`src/rtl/key_repeater.sv`:
```
`default_nettype none
// ============================================================================
//  Module      : key_repeater
//  Description : Converts a debounced, active-high button level into
//                single-cycle key events: one press pulse, auto-repeat
//                pulses while the button stays held, and one release pulse.
//                The first repeat fires DELAY cycles after the press, and
//                later repeats follow every RATE cycles. All outputs are
//                registered.
//  Revision    : 1.0 - initial release
// ----------------------------------------------------------------------------
//  Parameters
//    CNT_W        width of the delay/rate counter
//    DELAY        cycles from press pulse to first repeat (1 .. 2**CNT_W-1)
//    RATE         cycles between repeat pulses           (1 .. 2**CNT_W-1)
//  Ports
//    clk          clock
//    reset_       asynchronous, active-low reset
//    debounced_i  steady button level, synchronous to clk, 1 = pressed
//    enable_i     1 = generate events, 0 = suppress all events
//    press_o      one-cycle pulse on the press edge
//    repeat_o     one-cycle pulse for each auto-repeat
//    release_o    one-cycle pulse on the release edge
//    held_o       level, high from the press pulse until the release pulse
// ============================================================================
module key_repeater #(
    parameter int CNT_W = 16,
    parameter int DELAY = 50000,
    parameter int RATE  = 10000
) (
    input  logic clk,
    input  logic reset_,
    input  logic debounced_i,
    input  logic enable_i,
    output logic press_o,
    output logic repeat_o,
    output logic release_o,
    output logic held_o
);

    typedef enum logic [1:0] {
        ST_IDLE = 2'd0,
        ST_WAIT = 2'd1,
        ST_RPT  = 2'd2
    } state_t;

    // Terminal counts: the counter starts at 0 on entry, so a pulse is due
    // when it reaches N-1, giving exactly N cycles of spacing.
    localparam logic [CNT_W-1:0] c_delay_last = CNT_W'(DELAY - 1);
    localparam logic [CNT_W-1:0] c_rate_last  = CNT_W'(RATE - 1);

    state_t             state_q, state_d;
    logic [CNT_W-1:0]   cnt_q, cnt_d;
    logic               prev_q;
    logic               press_q, press_d;
    logic               repeat_q, repeat_d;
    logic               release_q, release_d;
    logic               held_q, held_d;

    logic               w_rise;
    logic               w_fall;

    assign w_rise = debounced_i & ~prev_q;
    assign w_fall = ~debounced_i & prev_q;

    // ------------------------------------------------------------------
    // State and output registers
    // ------------------------------------------------------------------
    always_ff @(posedge clk or negedge reset_) begin
        if (!reset_) begin
            state_q   <= ST_IDLE;
            cnt_q     <= '0;
            prev_q    <= 1'b0;
            press_q   <= 1'b0;
            repeat_q  <= 1'b0;
            release_q <= 1'b0;
            held_q    <= 1'b0;
        end else begin
            state_q   <= state_d;
            cnt_q     <= cnt_d;
            // Edge history tracks the input even while disabled, so that
            // re-enabling during a hold does not look like a fresh press.
            prev_q    <= debounced_i;
            press_q   <= press_d;
            repeat_q  <= repeat_d;
            release_q <= release_d;
            held_q    <= held_d;
        end
    end

    // ------------------------------------------------------------------
    // Next-state and event decode
    // ------------------------------------------------------------------
    always_comb begin
        state_d   = state_q;
        cnt_d     = cnt_q;
        press_d   = 1'b0;
        repeat_d  = 1'b0;
        release_d = 1'b0;

        if (!enable_i) begin
            // Silent abort: no release pulse is produced when disabled.
            state_d = ST_IDLE;
            cnt_d   = '0;
        end else begin
            case (state_q)
                ST_IDLE: begin
                    cnt_d = '0;
                    if (w_rise) begin
                        press_d = 1'b1;
                        state_d = ST_WAIT;
                    end
                end

                ST_WAIT: begin
                    // Release wins over a repeat falling due in the same cycle.
                    if (w_fall) begin
                        release_d = 1'b1;
                        cnt_d     = '0;
                        state_d   = ST_IDLE;
                    end else if (cnt_q == c_delay_last) begin
                        repeat_d = 1'b1;
                        cnt_d    = '0;
                        state_d  = ST_RPT;
                    end else begin
                        cnt_d = cnt_q + 1'b1;
                    end
                end

                ST_RPT: begin
                    if (w_fall) begin
                        release_d = 1'b1;
                        cnt_d     = '0;
                        state_d   = ST_IDLE;
                    end else if (cnt_q == c_rate_last) begin
                        repeat_d = 1'b1;
                        cnt_d    = '0;
                    end else begin
                        cnt_d = cnt_q + 1'b1;
                    end
                end

                default: begin
                    state_d = ST_IDLE;
                    cnt_d   = '0;
                end
            endcase
        end

        held_d = (state_d != ST_IDLE);
    end

    assign press_o   = press_q;
    assign repeat_o  = repeat_q;
    assign release_o = release_q;
    assign held_o    = held_q;

endmodule
`default_nettype wire

```
`config.mk`:
```
export PLATFORM = sky130hd
export DESIGN_NAME = key_repeater
export DESIGN_NICKNAME = d
export VERILOG_FILES = /design/src/rtl/key_repeater.sv
export SDC_FILE = /design/constraint.sdc
export NUM_CORES = 1
export LEC_CHECK = 0
export ABC_CLOCK_PERIOD_IN_PS = 2500
export CORE_MARGIN = 3
export CORE_UTILIZATION = 57
export CTS_CLUSTER_SIZE = 14
export DETAILED_ROUTE_END_ITERATION = 16
export GPL_ROUTABILITY_DRIVEN = 0
export PLACE_DENSITY = 0.76
export RECOVER_POWER = 25
export SYNTH_ARGS = -nofsm -noshare
export SYNTH_HDL_FRONTEND = slang
export SYNTH_SLANG_ARGS = --single-unit
```
`constraint.sdc`:
```
create_clock -name clk -period 2.5 [get_ports clk]
set_input_delay 0.625 -clock clk [delete_from_list [all_inputs] [get_ports clk]]
set_output_delay 0.625 -clock clk [all_outputs]
set_load 0.02 [all_outputs]
```
==> out/metrics.cfg <==
[clocking]
htree_levels = 1
hold_buffers = 0
clock_latency_ns = 0.30
cts_max_path_buffers = 2
cts_setup_buffers = 0
cts_num_sinks = 23
cts_made_buffers = 3
path_clk_slew_ns = 0.11
root_buffer = clkbuf_4
cts_resized = 0
cts_tree = done

[sta]
rsz0062_at_grt = no
skew_ns = 0.003008
setup_ws_ns = 0.6235
finalCritPeriodShare_pct = 75.06
hold_viol = 0
finalMaxSlewViolations = 0
tightest_slew_ns = 1.118
max_slew_margin_pct = 25.49
period_minus_slack_ns = 1.877
fmax_ghz = 0.5329
tns_ns = 0
setup_viol = 0

[setup_path]
cpMaxStageDelayCell = or4_4
crit_path_end_kind = flop
crit_required_ns = 2.69
r2r_cells = 4
path_cells = or4_4, nor4_4, o22a_4, nor2_1
arrival_ns = 2.07
path_class = flop to flop
critPathLaunchType = flop
path_max_fanout = 16
slowest_delay_ns = 0.53

[floorplanning]
rows = 16
boundaryPins = 8
die_y_um = 52
start_util_pct = 60.86
die-width_um = 52
core_um2 = 1982
dieArea_um2 = 2704

[power_and_ir_drop]
peakVddDrop_mv = 0.2948
p_leak_uw = 0.0004870
pwr_density_cell_nw_per_um2 = 440.3

[layout]
fillers = 140
drive_above_1_share_pct = 5.385
nets = 140
syn2layout_area_growth_pct = 9.855
seqCellArea_um2 = 575.6
antenna_cells = 0
multi_input_area_um2 = 585.6

[synthesis]
syn_avg_cell_area_um2 = 10.05
syn-num-nets = 129
synth-seq-cells = 23
syn_area_um2 = 1206
syn_inst = 120
ys_seq_area_share_pct = 47.72
synth_cell_type_count = 29
yosys_warnings = 0

[route]
vias = 900
ant_nets = 0
dr.pass1.iters = 4
routed_wl_um = 2011
wl_per_cell_um = 12.81
route.detailed.drc = 0
drt_iter0_drc = 16
vias_per_cell = 5.732

[global_route]
antenna_found_initial = 0
grt_pass1_vias = 868
grt-ovfl-total = 0
track_usage_pct = 18.03
grt_first_pass_wirelength_um = 3629
grt_max_degree = 24

[worst_hold_path]
min_path_type = flop to flop
hold_depth = 1

[placement]
place_ws_ns = 0.4103
portBuffers = 7
dp_hpwl_um = 1516

[job]
cap_viol_max_count = 0

[status]
status = completed

[cell usage in the layout, fill, tap and decap left out]
| master | instances |
|---|---|
| nand3_1 | 6 |
| nand2b_1 | 2 |
| inv_1 | 8 |
| a21oi_1 | 2 |
| o2111ai_1 | 1 |
| nor4_4 | 1 |
| nand2_1 | 5 |
| dlygate4sd3_1 | 2 |
| nor4_1 | 4 |
| nor3_1 | 5 |
| a22oi_1 | 1 |
| clkdlybuf4s50_1 | 5 |
| or4_4 | 1 |
| o221ai_1 | 1 |
| nor2b_1 | 1 |
| o22a_4 | 1 |
| dfrtp_1 | 23 |
| xnor2_1 | 13 |
| a211o_1 | 1 |
| ha_1 | 5 |
| nand4b_1 | 2 |
| clkbuf_1 | 2 |
| or4b_1 | 1 |
| o21ai_0 | 2 |
| nand3b_1 | 2 |
| clkbuf_4 | 3 |
| nor3b_1 | 1 |
| nor4_2 | 1 |
| nand4_1 | 6 |
| xor2_1 | 1 |
| nor2_1 | 21 |
[registers in the layout (all words and copies together), names as in the netlist]
| name | count |
|---|---|
| cnt_q | 16 |
| state_q | 2 |
| held_o | 1 |
| press_o | 1 |
| prev_q | 1 |
| release_o | 1 |
| repeat_o | 1 |
[cell type report]
type / instances / share of cell area [%]
inverters: 8 / 2.266
multi-input cells: 87 / 44.19
well taps: 27 / 2.550
repair buffers: 8 / 5.571
flip-flops and latches: 23 / 43.44
clock buffers: 4 / 1.983
[metal layers]
layer	GRT usage (%)	vias up	wire length (um)
met3	4.011	7	97
met4	10.04	0	46
li1	-	437	-
met5	0	-	0
met2	27.41	21	917
met1	23.53	435	950
[kinds of logic after synthesis]
group | Yosys count | synth area share (%)
and+or+nand+nor | 59 | 27.28
DFF | 23 | 47.72
AOI/OAI and AO/OA | 9 | 5.914
xor gates and xnor gates | 14 | 10.17
adders and majority gates | 5 | 5.187
buffers and inverters | 10 | 3.734
[per-stage QoR]
step / total power, uW / cell area (um2) / cells / hold WS [ns] / utilization (%)
finish: 583.4 / 1325 / 157 / 0.4994 / 66.86
global route: 611.4 / 1325 / 157 / 0.5342 / 66.86
CTS: 591.1 / 1329 / 157 / 0.5119 / 67.05
detailed placement: 431.0 / 1303 / 153 / 0.4985 / 65.72
global placement: 429.6 / 1303 / 153 / 0.4753 / 65.72
floorplan: 408.8 / 1206 / 120 / 0.3294 / -
[synth_stat cells]
cell / instances / area [um2]
nand3_1: 6 / 30.03
nor2b_1: 1 / 6.260
buf_6: 1 / 11.26
inv_1: 8 / 30.03
a22oi_1: 1 / 7.510
a211o_1: 1 / 8.760
nor2_1: 21 / 78.83
nand3b_1: 2 / 15.01
or4_4: 1 / 11.26
nor3_1: 5 / 25.02
o22a_4: 1 / 17.52
nor3b_1: 1 / 7.510
nor4_4: 1 / 21.27
o21ai_0: 2 / 10.01
dfrtp_1: 23 / 575.6
xnor2_1: 13 / 113.9
ha_1: 5 / 62.56
a21oi_1: 2 / 10.01
or4b_1: 1 / 10.01
xor2_1: 1 / 8.760
o2111ai_1: 1 / 8.760
clkbuf_1: 1 / 3.750
nand2b_1: 2 / 12.51
nand4b_1: 2 / 17.52
o221ai_1: 1 / 8.760
nor4_1: 4 / 25.02
nand2_1: 5 / 18.77
nand4_1: 6 / 37.54
nor4_2: 1 / 12.51
[worst paths after layout]
check,startpoint,end,slack (ns)
setup / recovery,cnt_q[7],cnt_q[14],0.62
hold / removal,cnt_q[0],cnt_q[0],0.50
setup reg to reg,cnt_q[7],cnt_q[14],0.62
hold reg to reg,cnt_q[0],cnt_q[0],0.50
max in group asynchronous,reset_,cnt_q[4],0.80
min in group asynchronous,reset_,cnt_q[3],1.04
[power by group]
part | leakage (uW) | switching (uW) | internal, uW
clock network | 0.0000150 | 99.1 | 62.2
registers | 0.000317 | 2.02 | 376
logic | 0.000155 | 27.0 | 16.8
[critical path, delay by kind of cell (launching register included)]
family / cells / cell delay [ns]
AND/OR/NAND/NOR: 3 / 1.00
AO/OA/AOI/OAI: 1 / 0.30
flip-flops: 1 / 0.46
Note: power is estimated with default switching activity, not from simulation.
